$ cat config.mk
export PLATFORM = sky130hd
export DESIGN_NAME = level_meter_flat
export DESIGN_NICKNAME = d
export VERILOG_FILES = /design/src/rtl/level_meter_if.sv /design/src/rtl/level_meter.sv /design/src/flat_wrapper.sv
export SDC_FILE = /design/constraint.sdc
export NUM_CORES = 2
export LEC_CHECK = 0
export ABC_AREA = 1
export BUFFER_PORTS_ARGS = -buffer_cell sky130_fd_sc_hd__buf_2
export CAP_MARGIN = 20
export CELL_PAD_IN_SITES_DETAIL_PLACEMENT = 0
export CELL_PAD_IN_SITES_GLOBAL_PLACEMENT = 1
export CORE_MARGIN = 2
export CORE_UTILIZATION = 35
export DETAILED_ROUTE_END_ITERATION = 6
export GPL_TIMING_DRIVEN = 0
export PLACE_DENSITY = 0.73
export SLEW_MARGIN = 15
export SYNTH_ARGS = -nofsm -noshare
export SYNTH_HDL_FRONTEND = slang
export SYNTH_SLANG_ARGS = --single-unit
$ cat constraint.sdc
create_clock -name clk -period 7.58 [get_ports clk]
set_input_delay 1.137 -clock clk [delete_from_list [all_inputs] [get_ports clk]]
set_output_delay 1.137 -clock clk [all_outputs]
set_load 0.05 [all_outputs]
$ cat src/rtl/level_meter_if.sv
// ----------------------------------------------------------------------------
// level_meter_if
//
// Bundles the audio sample bus and the meter status/display signals that
// connect the mixer output stage to level_meter.
//
// Signals:
//   sample_valid  single-cycle strobe, audio_bus valid in this cycle
//   audio_bus     NUM_CH x 24-bit signed samples, channel 0 in the low bits
//   sel           channel shown on led / clip_led
//   led           8-segment thermometer bargraph of the selected peak
//   clip_led      clip indicator of the selected channel
//   busy          channel sweep in progress
//   overrun       sticky, a strobe arrived while busy
//   update_done   one-cycle pulse when a sweep completes
//
// Modports:
//   master  the sample source / front panel (drives strobe, bus, sel)
//   slave   the level_meter itself
// ----------------------------------------------------------------------------
interface level_meter_if #(
    parameter int NUM_CH = 8
);
    logic                   sample_valid;
    logic [24*NUM_CH-1:0]   audio_bus;
    logic [2:0]             sel;
    logic [7:0]             led;
    logic                   clip_led;
    logic                   busy;
    logic                   overrun;
    logic                   update_done;

    modport master (
        output sample_valid,
        output audio_bus,
        output sel,
        input  led,
        input  clip_led,
        input  busy,
        input  overrun,
        input  update_done
    );

    modport slave (
        input  sample_valid,
        input  audio_bus,
        input  sel,
        output led,
        output clip_led,
        output busy,
        output overrun,
        output update_done
    );
endinterface

$ cat src/rtl/level_meter.sv
// ----------------------------------------------------------------------------
// level_meter
//
// Per-channel peak level meter for the eight-channel mixer output. On each
// sample strobe the whole audio bus is captured into a shadow register and
// then swept one channel per cycle, updating a peak-hold/decay envelope (and
// optionally a clip hold counter) for every channel. One channel, chosen by
// sel, is shown on an 8-segment bargraph and a clip indicator.
//
// Ports:
//   clk     DSP clock
//   rst_n   asynchronous active-low reset
//   bus     level_meter_if.slave
//             in : sample_valid, audio_bus[24*NUM_CH], sel[3]
//             out: led[8], clip_led, busy, overrun, update_done
//
// Parameters:
//   NUM_CH        number of channels on the audio bus
//   HOLD_SAMPLES  samples a new peak is held before decay starts
//   DECAY_SHIFT   decay step per sample is peak >> DECAY_SHIFT (minimum 1)
//   CLIP_HOLD     samples the clip indicator stays lit after the last clip
//
// Build option:
//   LEVEL_METER_CLIP_EN  when defined, builds clip detection and the per-
//                        channel clip_cnt registers; otherwise clip_led is
//                        tied to 0 and no clip logic exists.
//
// Timing (sample accepted at edge T0):
//   channel c updates at edge T0+1+c, the FSM returns to IDLE and update_done
//   is raised at edge T0+NUM_CH. A strobe seen while the FSM is still in SWEEP
//   (including the edge of the last channel update) is dropped and sets
//   overrun.
// ----------------------------------------------------------------------------
module level_meter #(
    parameter int NUM_CH       = 8,
    parameter int HOLD_SAMPLES = 24000,
    parameter int DECAY_SHIFT  = 10,
    parameter int CLIP_HOLD    = 48000
) (
    input  logic         clk,
    input  logic         rst_n,
    level_meter_if.slave bus
);

    localparam int CH_W     = (NUM_CH > 1) ? $clog2(NUM_CH) : 1;
    localparam int HOLD_W   = $clog2(HOLD_SAMPLES + 1);
    localparam int LED_N    = 8;
    // Segment k lights at 2^(LED_BASE+k); the top segment sits at -6 dBFS.
    localparam int LED_BASE = 15;

    typedef enum logic {
        S_IDLE,
        S_SWEEP
    } state_e;

    // ------------------------------------------------------------------------
    // State
    // ------------------------------------------------------------------------
    state_e                 state_q, state_d;
    logic [CH_W-1:0]        ch_q, ch_d;
    logic [24*NUM_CH-1:0]   shadow_q, shadow_d;
    logic [22:0]            peak_q [NUM_CH];
    logic [22:0]            peak_d [NUM_CH];
    logic [HOLD_W-1:0]      hold_q [NUM_CH];
    logic [HOLD_W-1:0]      hold_d [NUM_CH];
    logic [LED_N-1:0]       led_q, led_d;
    logic                   overrun_q, overrun_d;
    logic                   done_q, done_d;

    // Channel currently being processed and its magnitude.
    logic [23:0]            cur_sample;
    logic [22:0]            cur_mag;
    logic                   cur_active;
    logic [22:0]            peak_sel;

    // Decay step: peak >> DECAY_SHIFT, but never less than 1 so small peaks
    // still reach zero.
    function automatic logic [22:0] decay_step(input logic [22:0] p);
        logic [22:0] step;
        step = p >> DECAY_SHIFT;
        if (step == '0) begin
            step = 23'd1;
        end
        return step;
    endfunction

    // ------------------------------------------------------------------------
    // Sweep FSM
    // ------------------------------------------------------------------------
    // NOTE: every combinational output gets a default before any branch, so
    // no path leaves a signal unassigned and no latch is inferred.
    always_comb begin
        state_d   = state_q;
        ch_d      = ch_q;
        shadow_d  = shadow_q;
        overrun_d = overrun_q;
        done_d    = 1'b0;

        case (state_q)
            S_IDLE: begin
                if (bus.sample_valid) begin
                    shadow_d = bus.audio_bus;
                    ch_d     = '0;
                    state_d  = S_SWEEP;
                end
            end

            S_SWEEP: begin
                // A strobe during the sweep is dropped; the shadow copy
                // stays intact so the running sweep is not corrupted.
                if (bus.sample_valid) begin
                    overrun_d = 1'b1;
                end
                if (ch_q == CH_W'(NUM_CH - 1)) begin
                    state_d = S_IDLE;
                    done_d  = 1'b1;
                end else begin
                    ch_d = ch_q + CH_W'(1);
                end
            end

            default: begin
                state_d = S_IDLE;
            end
        endcase
    end

    assign cur_active = (state_q == S_SWEEP);

    // ------------------------------------------------------------------------
    // Current channel sample and magnitude
    // ------------------------------------------------------------------------
    always_comb begin
        cur_sample = '0;
        for (int i = 0; i < NUM_CH; i++) begin
            if (ch_q == CH_W'(i)) begin
                cur_sample = shadow_q[24*i +: 24];
            end
        end
    end

    // |x| in 23 bits. For negative x the low 23 bits of the two's complement
    // negation are exact except for -2^23, whose magnitude does not fit and
    // is saturated to full scale.
    always_comb begin
        if (!cur_sample[23]) begin
            cur_mag = cur_sample[22:0];
        end else if (cur_sample[22:0] == '0) begin
            cur_mag = '1;
        end else begin
            cur_mag = ~cur_sample[22:0] + 23'd1;
        end
    end

    // ------------------------------------------------------------------------
    // Peak hold / decay envelope
    // ------------------------------------------------------------------------
    always_comb begin
        peak_d = peak_q;
        hold_d = hold_q;
        for (int i = 0; i < NUM_CH; i++) begin
            if (cur_active && (ch_q == CH_W'(i))) begin
                if (cur_mag >= peak_q[i]) begin
                    peak_d[i] = cur_mag;
                    hold_d[i] = HOLD_W'(HOLD_SAMPLES);
                end else if (hold_q[i] != '0) begin
                    hold_d[i] = hold_q[i] - HOLD_W'(1);
                end else if (peak_q[i] != '0) begin
                    peak_d[i] = (peak_q[i] > decay_step(peak_q[i]))
                              ? peak_q[i] - decay_step(peak_q[i])
                              : '0;
                end
            end
        end
    end

    // ------------------------------------------------------------------------
    // Bargraph of the selected channel
    // ------------------------------------------------------------------------
    always_comb begin
        peak_sel = '0;
        for (int i = 0; i < NUM_CH; i++) begin
            if (bus.sel == 3'(i)) begin
                peak_sel = peak_q[i];
            end
        end
        led_d = '0;
        for (int k = 0; k < LED_N; k++) begin
            led_d[k] = (peak_sel >= (23'd1 << (LED_BASE + k)));
        end
    end

    // ------------------------------------------------------------------------
    // Registers
    // ------------------------------------------------------------------------
    // NOTE: sequential state uses non-blocking assignments only, so every
    // flop samples the pre-edge value of every other flop.
    // NOTE: the per-channel envelopes are flop arrays, not RAM, and are all
    // cleared by reset; a reset mid-sweep therefore leaves no partial state.
    always_ff @(posedge clk or negedge rst_n) begin
        if (!rst_n) begin
            state_q   <= S_IDLE;
            ch_q      <= '0;
            shadow_q  <= '0;
            led_q     <= '0;
            overrun_q <= 1'b0;
            done_q    <= 1'b0;
            for (int i = 0; i < NUM_CH; i++) begin
                peak_q[i] <= '0;
                hold_q[i] <= '0;
            end
        end else begin
            state_q   <= state_d;
            ch_q      <= ch_d;
            shadow_q  <= shadow_d;
            led_q     <= led_d;
            overrun_q <= overrun_d;
            done_q    <= done_d;
            peak_q    <= peak_d;
            hold_q    <= hold_d;
        end
    end

    // ------------------------------------------------------------------------
    // Clip detection (optional)
    // ------------------------------------------------------------------------
`ifdef LEVEL_METER_CLIP_EN
    localparam int CLIP_W = $clog2(CLIP_HOLD + 1);

    logic [CLIP_W-1:0] clip_cnt_q [NUM_CH];
    logic [CLIP_W-1:0] clip_cnt_d [NUM_CH];
    logic              clip_led_q, clip_led_d;
    logic              cur_clip;

    // Full-scale codes only occur when the upstream saturator engaged.
    assign cur_clip = (cur_sample == 24'h7F_FFFF) || (cur_sample == 24'h80_0000);

    always_comb begin
        clip_cnt_d = clip_cnt_q;
        for (int i = 0; i < NUM_CH; i++) begin
            if (cur_active && (ch_q == CH_W'(i))) begin
                if (cur_clip) begin
                    clip_cnt_d[i] = CLIP_W'(CLIP_HOLD);
                end else if (clip_cnt_q[i] != '0) begin
                    clip_cnt_d[i] = clip_cnt_q[i] - CLIP_W'(1);
                end
            end
        end
    end

    always_comb begin
        clip_led_d = 1'b0;
        for (int i = 0; i < NUM_CH; i++) begin
            if (bus.sel == 3'(i)) begin
                clip_led_d = (clip_cnt_q[i] != '0);
            end
        end
    end

    always_ff @(posedge clk or negedge rst_n) begin
        if (!rst_n) begin
            clip_led_q <= 1'b0;
            for (int i = 0; i < NUM_CH; i++) begin
                clip_cnt_q[i] <= '0;
            end
        end else begin
            clip_led_q <= clip_led_d;
            clip_cnt_q <= clip_cnt_d;
        end
    end

    assign bus.clip_led = clip_led_q;
`else
    assign bus.clip_led = 1'b0;
`endif

    // ------------------------------------------------------------------------
    // Outputs
    // ------------------------------------------------------------------------
    assign bus.led         = led_q;
    assign bus.busy        = (state_q == S_SWEEP);
    assign bus.overrun     = overrun_q;
    assign bus.update_done = done_q;

endmodule

$ cat src/flat_wrapper.sv
// flat-port wrapper written by rule: the top's interface ports become plain ports
module level_meter_flat 
#(
    parameter int NUM_CH       = 8,
    parameter int HOLD_SAMPLES = 24000,
    parameter int DECAY_SHIFT  = 10,
    parameter int CLIP_HOLD    = 48000
)
  (clk, rst_n, bus_sample_valid, bus_audio_bus, bus_sel, bus_led, bus_clip_led, bus_busy, bus_overrun, bus_update_done);
  level_meter_if #(.NUM_CH(NUM_CH)) bus_i ();
  input  logic clk;
  input  logic rst_n;
  input wire logic [$bits(bus_i.sample_valid)-1:0] bus_sample_valid;
  input wire logic [$bits(bus_i.audio_bus)-1:0] bus_audio_bus;
  input wire logic [$bits(bus_i.sel)-1:0] bus_sel;
  output wire logic [$bits(bus_i.led)-1:0] bus_led;
  output wire logic [$bits(bus_i.clip_led)-1:0] bus_clip_led;
  output wire logic [$bits(bus_i.busy)-1:0] bus_busy;
  output wire logic [$bits(bus_i.overrun)-1:0] bus_overrun;
  output wire logic [$bits(bus_i.update_done)-1:0] bus_update_done;
  assign bus_i.sample_valid = bus_sample_valid;
  assign bus_i.audio_bus = bus_audio_bus;
  assign bus_i.sel = bus_sel;
  assign bus_led = bus_i.led;
  assign bus_clip_led = bus_i.clip_led;
  assign bus_busy = bus_i.busy;
  assign bus_overrun = bus_i.overrun;
  assign bus_update_done = bus_i.update_done;
  level_meter #(.NUM_CH(NUM_CH), .HOLD_SAMPLES(HOLD_SAMPLES), .DECAY_SHIFT(DECAY_SHIFT), .CLIP_HOLD(CLIP_HOLD)) u_core (.clk(clk), .rst_n(rst_n), .bus(bus_i));
endmodule
# Word-level counts from Yosys, hierarchy flattened
# Cells that the tools add are included.
# totals
input_bits	198
latchBits	0
romBits	0
elab_cells	274
mem_count	0
ff_bits	510
ram_bits	0
out_inout_bits	12
# op_classes
eq_ne	24
n_lt_le_gt_ge	24
reduce_logical	70
add_sub_neg	18
bitwise_logic	2
n_shift	0
muxes	114
div_mod_pow	0
n_mul	0
# ops
operator	n
$mux 23	74
$mux 15	16
$logic_not 23->1	9
$mux 24	8
$ge 23x23->1	8
$gt 23x23->1	8
$reduce_bool 23->1	8
$sub 23x23->23	8
$reduce_bool 15->1	8
$sub 15x1->15 const B	8
$mux 13	8
$reduce_bool 2->1	16
$eq 3x3->1 const B	8
$reduce_and 3->1	8
$add 23x1->23 const B	1
$ge 23x16->1 const B	1
$ge 23x17->1 const B	1
$ge 23x18->1 const B	1
$ge 23x19->1 const B	1
$ge 23x20->1 const B	1
$ge 23x21->1 const B	1
$ge 23x22->1 const B	1
$ge 23x23->1 const B	1
$not 23->23	1
13 further kinds	47

# Depth between registers and ports, before layout
# depth
word_depth	21
ltp_mapped	41

# Least setup slack after synthesis
# OpenSTA, ideal clock, no wires.
# synth_path
path_type	register to register
start	register u_core.ch_q[2]
end	register u_core.peak_q[171] (netlist name)
setup_slack_ps	2436
synth_period_minus_slack_ps	5144
required_time_ps	7493
path_buffers	6
stages_incl_launch_ff	38
setup_time_ps	87
t_arrival_ps	5057
path_cell_list	dfrtp_1 inv_2 buf_2 ha_1 clkbuf_2 clkinv_1 clkbuf_1 nand3_1 nand3_1 nand2_1 nand2_1 nand2_1 nand2_1 inv_1 ha_1 inv_1 nor2_1 nand2_1 (+2 left out) buf_6 nand3_4 ha_1 a21oi_1 o21ai_0 a21oi_1 nor2_1 a211oi_1 nor2_1 o21ai_0 nand3_1 nand2_1 buf_2 nand2_1 inv_1 clkbuf_1 a21oi_1 a22oi_1
# synth_via
elab_chain_len	16
# synth_rtl
element	line	source
start: declaration	level_meter.sv:60	logic [CH_W-1:0] ch_q, ch_d;
start signal: assignment	level_meter.sv:214	ch_q <= ch_d;
$logic_not 3->1	level_meter.sv:136, level_meter.sv:162	
$mux 24 (8 in series)	level_meter.sv:136	if (ch_q == CH_W'(i)) begin
$not 23->23	level_meter.sv:151	cur_mag = ~cur_sample[22:0] + 23'd1;
$add 23x1->23	level_meter.sv:151	
$mux 23	level_meter.sv:148	end else if (cur_sample[22:0] == '0) begin
$mux 23	level_meter.sv:146	if (!cur_sample[23]) begin
$ge 23x23->1	level_meter.sv:163	if (cur_mag >= peak_q[i]) begin
$ne 2x1->1 (no line) / $reduce_bool 2->1 (equally long branches)	-	
$reduce_and 3->1 (no line)	-	
end signal: assignment	level_meter.sv:219	peak_q <= peak_d;
end: declaration	level_meter.sv:62	logic [22:0] peak_q [NUM_CH];
# Parallel ways exist; a longest one is shown, timed or not.
# A chain may end at the register's enable or synchronous reset.

# Worst setup path after layout
# layout_path
start	register u_core.ch_q[2]
end	register u_core.peak_q[98] (netlist name)
# layout_via
elab_chain_len	16
# layout_rtl
element	line
$logic_not 3->1	level_meter.sv:136
$mux 24 (8 in series)	level_meter.sv:136
$not 23->23	level_meter.sv:151
$add 23x1->23	level_meter.sv:151
$mux 23	level_meter.sv:148
$mux 23	level_meter.sv:146
$ge 23x23->1	level_meter.sv:163
$ne 2x1->1 (no line) / $reduce_bool 2->1 (equally long branches)	-
$reduce_and 3->1 (no line)	-
# Parallel ways exist; a longest one is shown, timed or not.

==> results.yml <==
grt:
  grt_overflow: 0
  antenna_found_initial: 20
  grt_first_pass_wirelength_mm: 204
  grt_pass1_vias: 35100
  grt_max_degree: 92
  track_usage_pct: 23.4
logic_synthesis:
  syn-num-nets: 5653
  synth_area_leaders: "dfrtp_1, nand2_1, ha_1, inv_1, nor2_1"
  yosysWarnings: 0
  ys_types: 58
  ys_ff_latch: 510
  synthTopCellsByCount: "nand2_1, inv_1, nor2_1"
  synth-seq-area-share_pct: 33.5
  syn_area_mm2: 0.0381
  avgSynthCellArea_um2: 7.40
  yosysTopAreaCell: "dfrtp_1"
  yosysMostFrequentCell: "nand2_1"
  synthArstFlopShare_pct: 100
  syn-instance-count: 5144
  yosysTopAreaCellShare_pct: 33.5
  synth_ff_type: "dfrtp_1"
  synth_edf_count: 0
clocking:
  cts_hold_buf: 0
  cts_max_path_buffers: 3
  clock-sinks: 510
  clkTransAtPathRegs_ns: 0.06
  h-tree-depth: 3
  numCtsBuffers: 68
  cts_tree: "done"
  clkLatencyLatePin_ns: 0.69
  cts_root_buffer: "clkbuf_16"
finish:
  syn_to_final_growth_pct: 15.9
  nets: 5976
  fillers: 11400
  utilization_pct: 40.7
  fin_area_mm2: 0.0441
  drive_gt1_share_pct: 12.9
critical_path:
  crit_type: "reg -> reg"
  arrival_ns: 7.52
  r2r-end: "u_core.peak_q[98]$_DFFE_PN0P_"
  r2r_cells: 37
  crit_slowest_cell: "dfrtp_1"
  required_ns: 8.14
  r2r_setup_slack_ns: 0.62
  worstSetupStartpointType: "register"
  crit_fanout: 10
  max_stage_delay_ns: 0.48
  r2r-start: "u_core.ch_q[2]$_DFFE_PN0P_"
  end_kind: "register"
  crit_top_cell: "nand2_1"
detailed_routing:
  drt-initial-drc-count: 2633
  vias: 36100
  wl_per_cell_um: 19.0
  wl_met2_mm: 61.9
  drt-total-wl_mm: 132
  drtAntennaViolNets: 0
  wl_met1_mm: 59.2
  routed.top_layer: "met5"
  drc: 0
  drtPass1Iterations: 6
  viasPerCell: 5.20
  wl_met3_mm: 6.34
placement:
  gp_congestion: 0.935
  post-dp-hpwl_mm: 98.4
  post-place-ws_ns: -1.38
  place_area_mm2: 0.0411
  io_buffer_count: 208
die:
  core_mm2: 0.108
  die_height_um: 334
  die_x_um: 334
  dieArea_mm2: 0.111
  ioPinCount: 210
  start_util_pct: 35.1
  rows: 121
status:
  status: "finished clean"
flow_run:
  cap_viol_max_count: 0
timing:
  tightest_slew_ns: 0.965
  slew_headroom_pct: 35.1
  fmax_ghz: 0.144
  setup_viol: 0
  rsz0062_at_grt: "yes"
  slew_violations: 0
  hold_viol_final: 0
  fin_crit_ns: 6.96
  fin_worst_skew_ns: 0.0651
  setup_slack_ns: 0.624
  timing.final.crit_share_pct: 91.8
min_path:
  min_path_type: "in -> async"
## flip-flops by register name (all words and copies together), names as in the netlist
name,cells
u_core.bus.busy,1
u_core.bus.led,8
u_core.bus.overrun,1
u_core.bus.update_done,1
u_core.ch_q,3
u_core.hold_q,120
u_core.peak_q,184
u_core.shadow_q,192
## routing by layer
| layer | up-vias | global-route usage (%) |
|---|---|---|
| met5 | - | 0 |
| met4 | 4 | 9.77 |
| met3 | 225 | 3.14 |
| met2 | 979 | 38.6 |
| met1 | 17000 | 30.8 |
| li1 | 17900 | - |
## cell type report
type,count,area (um2),area share [%]
Sequential cell,510,12800,28.9
Clock inverter,23,362,0.820
Multi-Input combinational cell,3826,22400,50.8
Tap cell,1414,1770,4.01
Timing Repair Buffer,254,1620,3.66
Inverter,668,2530,5.73
Buffer,139,628,1.42
Clock buffer,96,1990,4.50
Antenna cell,14,35.0,0.0794
## per-stage QoR
stage          cells  TNS [ns]  hold slack, ns
2_1_floorplan   5144         0           0.449
3_3_place_gp    6766  -3361.04           0.436
3_5_place_dp    6772   -218.93           0.446
4_1_cts         6895     -3.28           0.281
5_1_grt         6944   -0.0796           0.305
6_report        6944         0           0.310
## worst max-delay path: cells and delay by family, from the launching register on
kind / cells / cell delay [ns]
AO/OA/AOI/OAI: 4 / 0.65
adder cells (fa/ha/maj): 3 / 0.70
buffers and inverters: 13 / 2.66
flip-flops: 1 / 0.48
AND/OR/NAND/NOR: 17 / 2.33
## repair_timing
action	4_1_cts	5_1_grt
setup endpoints to repair	302	292
gates resized for setup	17	79
pin swaps	0	11
buffers inserted	4	36
## cell families after synthesis
group / count (synthesis) / synth area share, %
DFF: 510 / 33.5
other: 1 / 0.00985
adders and majority gates: 311 / 10.4
muxes: 188 / 5.56
and+or+nand+nor: 2268 / 25.8
xor gates and xnor gates: 146 / 3.36
buffers and inverters: 808 / 8.14
AOI/OAI and AO/OA: 912 / 13.2
## worst max path at each step
stage / end / startpoint
floorplan: u_core.peak_q[171]$_DFFE_PN0P_ / u_core.ch_q[2]$_DFFE_PN0P_
global placement: u_core.hold_q[111]$_DFFE_PN0P_ / rst_n
detailed placement: u_core.peak_q[98]$_DFFE_PN0P_ / u_core.ch_q[0]$_DFFE_PN0P_
CTS: u_core.peak_q[73]$_DFFE_PN0P_ / u_core.ch_q[2]$_DFFE_PN0P_
global route: u_core.peak_q[20]$_DFFE_PN0P_ / u_core.ch_q[2]$_DFFE_PN0P_
finish: u_core.peak_q[98]$_DFFE_PN0P_ / u_core.ch_q[2]$_DFFE_PN0P_
## cells in the final DEF (no fill, tap or decap), drive strengths merged, types with 3 or more instances in the layout
cell,count
nand3b,13
a221oi,6
a22oi,46
nand3,311
a31oi,29
a211oi,13
dfrtp,510
nor3,82
or2,46
o211ai,14
ha,303
nor2,612
o22ai,12
clkbuf,199
o21bai,12
bufinv,3
o2111ai,4
buf,289
xnor2,26
inv,655
diode,14
fa,8
a21o,3
a21boi,8
o31ai,18
nor4,53
nor3b,6
nand4,104
and3,3
xor2,120
a21oi,414
mux2,188
o21a,10
o221ai,6
clkinv,26
and2,3
nand2,1033
clkinvlp,7
o21ai,314
Power is not shown: default switching activity piles up to over one toggle a cycle in this logic, so the estimate is an artifact.
